<file path="src/rtl/ldpc_3gpp_dec_cnode_ctrl_pkg.sv">
// ---------------------------------------------------------------------------
// ldpc_3gpp_dec_cnode_ctrl_pkg
// Shared types for the 3GPP LDPC decoder check-node sequencing logic.
//   strb_t       : frame/packet strobes that go with every issued cycle
//   ctrl_state_t : sequencer FSM states
//   c*_W / cDRAIN_MAX : default widths and watchdog limit (BG1 sizing)
// ---------------------------------------------------------------------------
package ldpc_3gpp_dec_cnode_ctrl_pkg;

  localparam int cROW_W     = 6;   // up to 46 base-matrix rows (BG1)
  localparam int cCYC_W     = 5;
  localparam int cITER_W    = 6;
  localparam int cDRAIN_MAX = 63;

  typedef struct packed {
    logic sof;
    logic sop;
    logic eop;
    logic eof;
  } strb_t;

  typedef enum logic [1:0] {
    CTRL_IDLE,
    CTRL_RUN,
    CTRL_DRAIN,
    CTRL_DONE
  } ctrl_state_t;

endpackage

</file>
<file path="src/rtl/ldpc_3gpp_dec_row_cycle_cnt.sv">
// ---------------------------------------------------------------------------
// ldpc_3gpp_dec_row_cycle_cnt
// Nested row / column-group-cycle counter for the check-node sequencer.
// The inner cycle counter wraps at icycle_num and carries into the row
// counter. Strobes and the last-issue flag are decoded from the registered
// counters, so they carry no combinational path from the inputs of the
// parent block other than the latched configuration.
//
// Ports:
//   iclk, ireset, iclkena : clock, sync active-high reset, clock enable
//   iclear                : return to row 0 / cycle 0 (has priority)
//   iadvance              : step to the next cycle of the frame
//   irow_num, icycle_num  : latched rows-1 / cycles-per-row-1
//   orow, ocycle          : current position in the frame
//   ostrb                 : sof/sop/eop/eof for the current position
//   olast                 : current position is the last of the frame
// ---------------------------------------------------------------------------
module ldpc_3gpp_dec_row_cycle_cnt
  import ldpc_3gpp_dec_cnode_ctrl_pkg::*;
#(
  parameter int pROW_W = cROW_W,
  parameter int pCYC_W = cCYC_W
) (
  input  logic              iclk,
  input  logic              ireset,
  input  logic              iclkena,
  input  logic              iclear,
  input  logic              iadvance,
  input  logic [pROW_W-1:0] irow_num,
  input  logic [pCYC_W-1:0] icycle_num,
  output logic [pROW_W-1:0] orow,
  output logic [pCYC_W-1:0] ocycle,
  output strb_t             ostrb,
  output logic              olast
);

  logic [pROW_W-1:0] r_row;
  logic [pCYC_W-1:0] r_cycle;
  logic              w_sop;
  logic              w_eop;
  logic              w_row_first;
  logic              w_row_last;

  assign w_sop       = (r_cycle == '0);
  assign w_eop       = (r_cycle == icycle_num);
  assign w_row_first = (r_row == '0);
  assign w_row_last  = (r_row == irow_num);

  assign ostrb.sof = w_row_first & w_sop;
  assign ostrb.sop = w_sop;
  assign ostrb.eop = w_eop;
  assign ostrb.eof = w_row_last & w_eop;
  assign olast     = w_row_last & w_eop;

  assign orow   = r_row;
  assign ocycle = r_cycle;

  always_ff @(posedge iclk) begin
    if (ireset) begin
      r_row   <= '0;
      r_cycle <= '0;
    end else if (iclkena) begin
      if (iclear) begin
        r_row   <= '0;
        r_cycle <= '0;
      end else if (iadvance) begin
        // The parent never advances past the last issue, so the row
        // counter needs no wrap of its own.
        if (w_eop) begin
          r_cycle <= '0;
          r_row   <= r_row + pROW_W'(1);
        end else begin
          r_cycle <= r_cycle + pCYC_W'(1);
        end
      end
    end
  end

endmodule

</file>
<file path="src/rtl/ldpc_3gpp_dec_cnode_ctrl.sv">
// ---------------------------------------------------------------------------
// ldpc_3gpp_dec_cnode_ctrl
// Sequencer for the check-node arithmetic engine. For every decoding
// iteration it issues one cycle per (row, column-group cycle) of the base
// matrix, then waits for the engine end-of-frame, and either starts another
// iteration or finishes (early termination on parity pass, or iteration
// limit). A watchdog bounds the wait for the engine.
//
// Ports:
//   iclk, ireset, iclkena : clock, sync active-high reset, clock enable
//   istart                : start decode (honoured only when idle)
//   irow_num, icycle_num  : rows-1, cycles-per-row-1 (latched at start)
//   initer                : max iterations, 0 behaves as 1 (latched)
//   iearly_stop           : allow early termination (latched)
//   ieng_oval/ostrb/odecfail : engine output handshake and parity flag
//   oval, ostrb, orow, ocycle : issued cycle to the engine / read logic
//   obusy, odone          : busy level and one-cycle completion pulse
//   oiter, odecfail, oerr : iterations done, last decfail, watchdog hit
// ---------------------------------------------------------------------------
module ldpc_3gpp_dec_cnode_ctrl
  import ldpc_3gpp_dec_cnode_ctrl_pkg::*;
#(
  parameter int pROW_W     = cROW_W,
  parameter int pCYC_W     = cCYC_W,
  parameter int pITER_W    = cITER_W,
  parameter int pDRAIN_MAX = cDRAIN_MAX
) (
  input  logic               iclk,
  input  logic               ireset,
  input  logic               iclkena,
  input  logic               istart,
  input  logic [pROW_W-1:0]  irow_num,
  input  logic [pCYC_W-1:0]  icycle_num,
  input  logic [pITER_W-1:0] initer,
  input  logic               iearly_stop,
  input  logic               ieng_oval,
  input  strb_t              ieng_ostrb,
  input  logic               ieng_odecfail,
  output logic               oval,
  output strb_t              ostrb,
  output logic [pROW_W-1:0]  orow,
  output logic [pCYC_W-1:0]  ocycle,
  output logic               obusy,
  output logic               odone,
  output logic [pITER_W-1:0] oiter,
  output logic               odecfail,
  output logic               oerr
);

  localparam int cWD_W = $clog2(pDRAIN_MAX + 1);

  ctrl_state_t        r_state;
  ctrl_state_t        w_state_nxt;

  logic [pROW_W-1:0]  r_row_num;
  logic [pCYC_W-1:0]  r_cyc_num;
  logic [pITER_W-1:0] r_iter_max;
  logic               r_early;
  logic [pITER_W-1:0] r_oiter;
  logic               r_odecfail;
  logic               r_oerr;
  logic [cWD_W-1:0]   r_wdog;

  logic               w_evt;
  logic               w_stop;
  logic               w_wd_exp;
  logic               w_clear;
  logic               w_advance;
  logic               w_last;
  logic [pITER_W:0]   w_iter_inc;
  strb_t              w_strb;
  logic [pROW_W-1:0]  w_row;
  logic [pCYC_W-1:0]  w_cycle;
  logic [1:0]         w_unused_strb;

  function automatic logic [pITER_W-1:0] iter_limit(input logic [pITER_W-1:0] n);
    return (n == '0) ? pITER_W'(1) : n;
  endfunction

  ldpc_3gpp_dec_row_cycle_cnt #(
    .pROW_W (pROW_W),
    .pCYC_W (pCYC_W)
  ) u_cnt (
    .iclk       (iclk),
    .ireset     (ireset),
    .iclkena    (iclkena),
    .iclear     (w_clear),
    .iadvance   (w_advance),
    .irow_num   (r_row_num),
    .icycle_num (r_cyc_num),
    .orow       (w_row),
    .ocycle     (w_cycle),
    .ostrb      (w_strb),
    .olast      (w_last)
  );

  // Only the frame-closing strobes of the engine matter here.
  assign w_unused_strb = {ieng_ostrb.sof, ieng_ostrb.sop};

  assign w_evt      = ieng_oval & ieng_ostrb.eop & ieng_ostrb.eof;
  assign w_iter_inc = {1'b0, r_oiter} + (pITER_W+1)'(1);
  assign w_stop     = (r_early & ~ieng_odecfail) | (w_iter_inc >= {1'b0, r_iter_max});
  // r_wdog counts DRAIN cycles already spent; the cycle holding the
  // limit-1 value is the last one allowed.
  assign w_wd_exp   = (r_wdog == cWD_W'(pDRAIN_MAX - 1));

  always_ff @(posedge iclk) begin
    if (ireset) begin
      r_state <= CTRL_IDLE;
    end else if (iclkena) begin
      r_state <= w_state_nxt;
    end
  end

  always_comb begin
    w_state_nxt = r_state;
    w_clear     = 1'b0;
    w_advance   = 1'b0;
    case (r_state)
      CTRL_IDLE: begin
        if (istart) begin
          w_state_nxt = CTRL_RUN;
          w_clear     = 1'b1;
        end
      end
      CTRL_RUN: begin
        if (w_last) begin
          w_state_nxt = CTRL_DRAIN;
        end else begin
          w_advance = 1'b1;
        end
      end
      CTRL_DRAIN: begin
        // The engine event takes priority over a simultaneous expiry.
        if (w_evt) begin
          if (w_stop) begin
            w_state_nxt = CTRL_DONE;
          end else begin
            w_state_nxt = CTRL_RUN;
            w_clear     = 1'b1;
          end
        end else if (w_wd_exp) begin
          w_state_nxt = CTRL_DONE;
        end
      end
      CTRL_DONE: begin
        w_state_nxt = CTRL_IDLE;
      end
      default: begin
        w_state_nxt = CTRL_IDLE;
      end
    endcase
  end

  always_ff @(posedge iclk) begin
    if (ireset) begin
      r_row_num  <= '0;
      r_cyc_num  <= '0;
      r_iter_max <= '0;
      r_early    <= 1'b0;
      r_oiter    <= '0;
      r_odecfail <= 1'b0;
      r_oerr     <= 1'b0;
      r_wdog     <= '0;
    end else if (iclkena) begin
      case (r_state)
        CTRL_IDLE: begin
          if (istart) begin
            r_row_num  <= irow_num;
            r_cyc_num  <= icycle_num;
            r_iter_max <= iter_limit(initer);
            r_early    <= iearly_stop;
            r_oiter    <= '0;
            r_odecfail <= 1'b0;
            r_oerr     <= 1'b0;
          end
        end
        CTRL_RUN: begin
          if (w_last) begin
            r_wdog <= '0;
          end
        end
        CTRL_DRAIN: begin
          if (w_evt) begin
            r_oiter    <= w_iter_inc[pITER_W-1:0];
            r_odecfail <= ieng_odecfail;
            r_wdog     <= '0;
          end else if (w_wd_exp) begin
            r_oerr <= 1'b1;
          end else begin
            r_wdog <= r_wdog + cWD_W'(1);
          end
        end
        default: begin
        end
      endcase
    end
  end

  assign oval     = (r_state == CTRL_RUN);
  assign ostrb    = oval ? w_strb : '0;
  assign orow     = w_row;
  assign ocycle   = w_cycle;
  assign obusy    = (r_state != CTRL_IDLE);
  assign odone    = (r_state == CTRL_DONE);
  assign oiter    = r_oiter;
  assign odecfail = r_odecfail;
  assign oerr     = r_oerr;

endmodule

</file>
<file path="config.mk">
export PLATFORM = sky130hd
export DESIGN_NAME = ldpc_3gpp_dec_cnode_ctrl
export DESIGN_NICKNAME = d
export VERILOG_FILES = /design/src/rtl/ldpc_3gpp_dec_cnode_ctrl_pkg.sv /design/src/rtl/ldpc_3gpp_dec_row_cycle_cnt.sv /design/src/rtl/ldpc_3gpp_dec_cnode_ctrl.sv
export SDC_FILE = /design/constraint.sdc
export NUM_CORES = 1
export LEC_CHECK = 0
export ABC_CLOCK_PERIOD_IN_PS = 2400
export BUFFER_PORTS_ARGS = -buffer_cell sky130_fd_sc_hd__clkbuf_2
export CAP_MARGIN = 25
export CELL_PAD_IN_SITES_DETAIL_PLACEMENT = 0
export CELL_PAD_IN_SITES_GLOBAL_PLACEMENT = 1
export CORE_UTILIZATION = 35
export DETAILED_ROUTE_END_ITERATION = 8
export PLACE_DENSITY = 0.85
export SLEW_MARGIN = 10
export SYNTH_ARGS = -nofsm -noshare
export SYNTH_HDL_FRONTEND = slang
export SYNTH_SLANG_ARGS = --single-unit
</file>
<file path="constraint.sdc">
create_clock -name iclk -period 2.4 [get_ports iclk]
set_clock_uncertainty 0.05 [all_clocks]
set_input_delay 0.48 -clock iclk [delete_from_list [all_inputs] [get_ports iclk]]
set_output_delay 0.48 -clock iclk [all_outputs]
set_load 0.05 [all_outputs]
</file>
==> impl_metrics.env <==
export IMPL_status="finished with violations"
export IMPL_violations="negative setup slack"
export IMPL_pin_count=54
export IMPL_drc=0
export IMPL_placement_rows=30
export IMPL_vias=2421
export IMPL_final_nets=432
export IMPL_layout_min_cycle_time_ps=2540
export IMPL_seqPwrFrac_pct=44.5
export IMPL_synth_edf_count=0
export IMPL_drive_gt1_share_pct=30.9
export IMPL_fmax_mhz=393
export IMPL_critPathLaunchType="flop"
export IMPL_fin_crit_sh_pct=106
export IMPL_final_hold_viol_count=0
export IMPL_crit_slowest_cell="dfxtp_4"
export IMPL_pwr_share_clk_pct=32.7
export IMPL_cp_arrival_ps=2720
export IMPL_fp_dieArea_um2=7470
export IMPL_stdcell_count=488
export IMPL_antenna_found_initial=0
export IMPL_maxCapViolations=0
export IMPL_clkSinkCount=45
export IMPL_dp_hpwl_um=4660
export IMPL_peakVddDrop_mv=0.265
export IMPL_placement_cell_area_um2=3030
export IMPL_netlist_cell_type_count=45
export IMPL_crit_path_max_fanout=7
export IMPL_p_switching_w=0.000559
export IMPL_slew_violations=0
export IMPL_yosysTopAreaCell="dfxtp_1"
export IMPL_drtIter0Drc=73
export IMPL_place_ws_ps=-119
export IMPL_synthFlopType="dfxtp_1"
export IMPL_yosys_warnings=0
export IMPL_via_per_inst=4.96
export IMPL_core_area_um2=6830
export IMPL_clk_latency_ps=300
export IMPL_cts_buffer_depth=2
export IMPL_cts_root_buf="clkbuf_8"
export IMPL_place_inst=477
export IMPL_netlist_top_cells_count="53 x nand2_1, 45 x dfxtp_1, 42 x a21oi_1, 21 x nor2_1"
export IMPL_combPwrFrac_pct=22.9
export IMPL_p_sw_share_pct=31.2
export IMPL_tns_ps=-1060
export IMPL_antenna_left=0
export IMPL_synth_top_area_share_pct=36.1
export IMPL_hp_class="in -> reg"
export IMPL_synth_seq_cells=45
export IMPL_netlist_area_um2=2490
export IMPL_gp_congestion=0.848
export IMPL_die_y_um=86.4
export IMPL_yosysMostFrequentCell="nand2_1"
export IMPL_cp_num_buf_inv=0
export IMPL_die_w_um=86.4
export IMPL_worst_path_largest_cell_delay_ps=380
export IMPL_diodes=0
export IMPL_numPortBuffers=51
export IMPL_gr_total_overflow=0
export IMPL_power_density_nw_per_um2=546
export IMPL_numCtsBuffers=5
export IMPL_cell_internal_pwr_w=0.00123
export IMPL_critPathKind="reg -> reg"
export IMPL_power_leakage_nw=1.39
export IMPL_grt_start_max_net_pins=24
export IMPL_relSlewSlack_pct=57.1
export IMPL_tightest_slew_ps=638
export IMPL_grt_first_pass_wirelength_um=10300
export IMPL_crit_chain="ha_4 -> nand3_4 -> xnor2_2 -> ha_1 -> a21o_1 -> a2111o_1 -> a211oi_2 -> a21oi_2 -> or3_1 -> a21oi_1"
export IMPL_drt_total_wl_um=6280
export IMPL_rsz0062_at_grt="yes"
export IMPL_min_from="icycle_num[1]"
export IMPL_synth_area_leaders="dfxtp_1 36%, a21oi_1 8.4%, nand2_1 8.0%"
export IMPL_r2r_start="oiter[1]"
export IMPL_syn_avg_cell_area_um2=7.77
export IMPL_initial_utilization_pct=36.5
export IMPL_cp_end_kind="flop"
export IMPL_syn_nets=362
export IMPL_cts_tree="built"
export IMPL_fin_util_pct=48.0
export IMPL_wl_per_cell_um=12.9
export IMPL_grt_pass1_vias=2274
export IMPL_required_ps=2580
export IMPL_final_setup_worst_slack_ps=-142
export IMPL_htree_levels=2
export IMPL_final_area_um2=3280
export IMPL_cts_clk_slew_worst_paths_ps=90
export IMPL_areaGrowthSynthToFinish_pct=31.5
export IMPL_startpoint="oiter[1]"
export IMPL_first_pass_iters=4
export IMPL_seq_area_frac_synth_pct=36.1
export IMPL_postSynthCellCount=321
export IMPL_crit_family="compound AO/OA/AOI/OAI gates"
export IMPL_setup_viol=9
export IMPL_grt_total_usage_pct=17.3
export IMPL_async_flop_share_pct=0
-- placed cells by master, fill, tap and decap left out, types with 6 or more instances in the layout --
| master | synthesis | routed |
|---|---|---|
| nor2_1 | 21 | 20 |
| dfxtp_1 | 45 | 35 |
| a21oi_1 | 42 | 39 |
| mux2i_1 | 7 | 6 |
| nand2_1 | 53 | 50 |
| inv_1 | 16 | 16 |
| o21ai_0 | 15 | 14 |
| and3_1 | 7 | 6 |
| dfxtp_2 | 0 | 7 |
| ha_1 | 13 | 12 |
| nand3_1 | 16 | 12 |
| xor2_1 | 10 | 10 |
| clkbuf_2 | 0 | 48 |
| buf_4 | 1 | 24 |
| or3_1 | 10 | 10 |
-- cell families (layout without fill, tap and decap cells) --
logic type	Yosys count	in the layout	synth area share [%]
AOI/OAI and AO/OA	73	73	17.0
xor gates and xnor gates	16	16	5.62
adders and majority gates	13	13	6.52
buffers and inverters	30	101	5.02
DFF	45	45	36.1
muxes	7	7	2.81
and+or+nand+nor	137	137	26.9
-- through the flow --
stage	power (W)	hold slack, ps
final	0.00179	341
after global placement	0.00119	396
after CTS	0.00179	338
after detailed placement	0.00120	399
after global routing	0.00188	345
after floorplan	0.00108	382
-- worst reg2reg max path: stages (launching register included) --
cell	delay, ps
dfxtp_4	380
ha_4	150
nand3_4	80
xnor2_2	140
ha_1	310
a21o_1	180
a2111o_1	380
a211oi_2	240
a21oi_2	120
or3_1	320
a21oi_1	130
-- flip-flops by register name, summed over array words and instances (netlist names), 2 cells and up --
signal	flops
oiter	6
r_cyc_num	5
r_iter_max	6
r_row_num	6
r_state	2
r_wdog	6
u_cnt.ocycle	5
u_cnt.orow	6
-- what timing repair did --
action / CTS / global route
hold buffers: 0 / 0
endpoints found under the setup margin: 13 / 14
pin swaps: 1 / 4
gates cloned: 0 / 0
resized for setup: 10 / 20
buffers inserted: 2 / 1
-- layout make-up --
cell class / instances / area (um^2)
Clock buffer: 6 / 72.6
Clock inverter: 2 / 38.8
Fill cell: 713 / 3550
Inverter: 16 / 60.1
Multi-Input combinational cell: 246 / 1590
Sequential cell: 45 / 921
Tap cell: 96 / 120
Timing Repair Buffer: 77 / 473
-- metal layers --
layer | up-vias | part of all wire [%] | GRT usage, %
li1 | 1253 | - | -
met1 | 1111 | 47 | 23.5
met2 | 46 | 47 | 27.8
met3 | 11 | 4.0 | 3.24
met4 | 0 | 2.0 | 5.45
met5 | - | 0 | 0
-- path summary, 6_finish.rpt --
kind / to / slack [ps] / cells past startpoint
setup / recovery: u_cnt.ocycle[2] / -140 / 10
hold / removal: r_cyc_num[1] / 340 / 3
setup reg to reg: u_cnt.ocycle[2] / -140 / 10
hold reg to reg: r_iter_max[5] / 410 / 2
-- power by group through the flow --
stage	combinational (W)	sequential (W)	clock, W
floorplan	0.000264	0.000821	0
global placement	0.000377	0.000813	0
detailed placement	0.000383	0.000814	0
CTS	0.000395	0.000797	0.000597
global route	0.000451	0.000801	0.000623
finish	0.000410	0.000797	0.000585
Power figures use the tool's default switching activity.
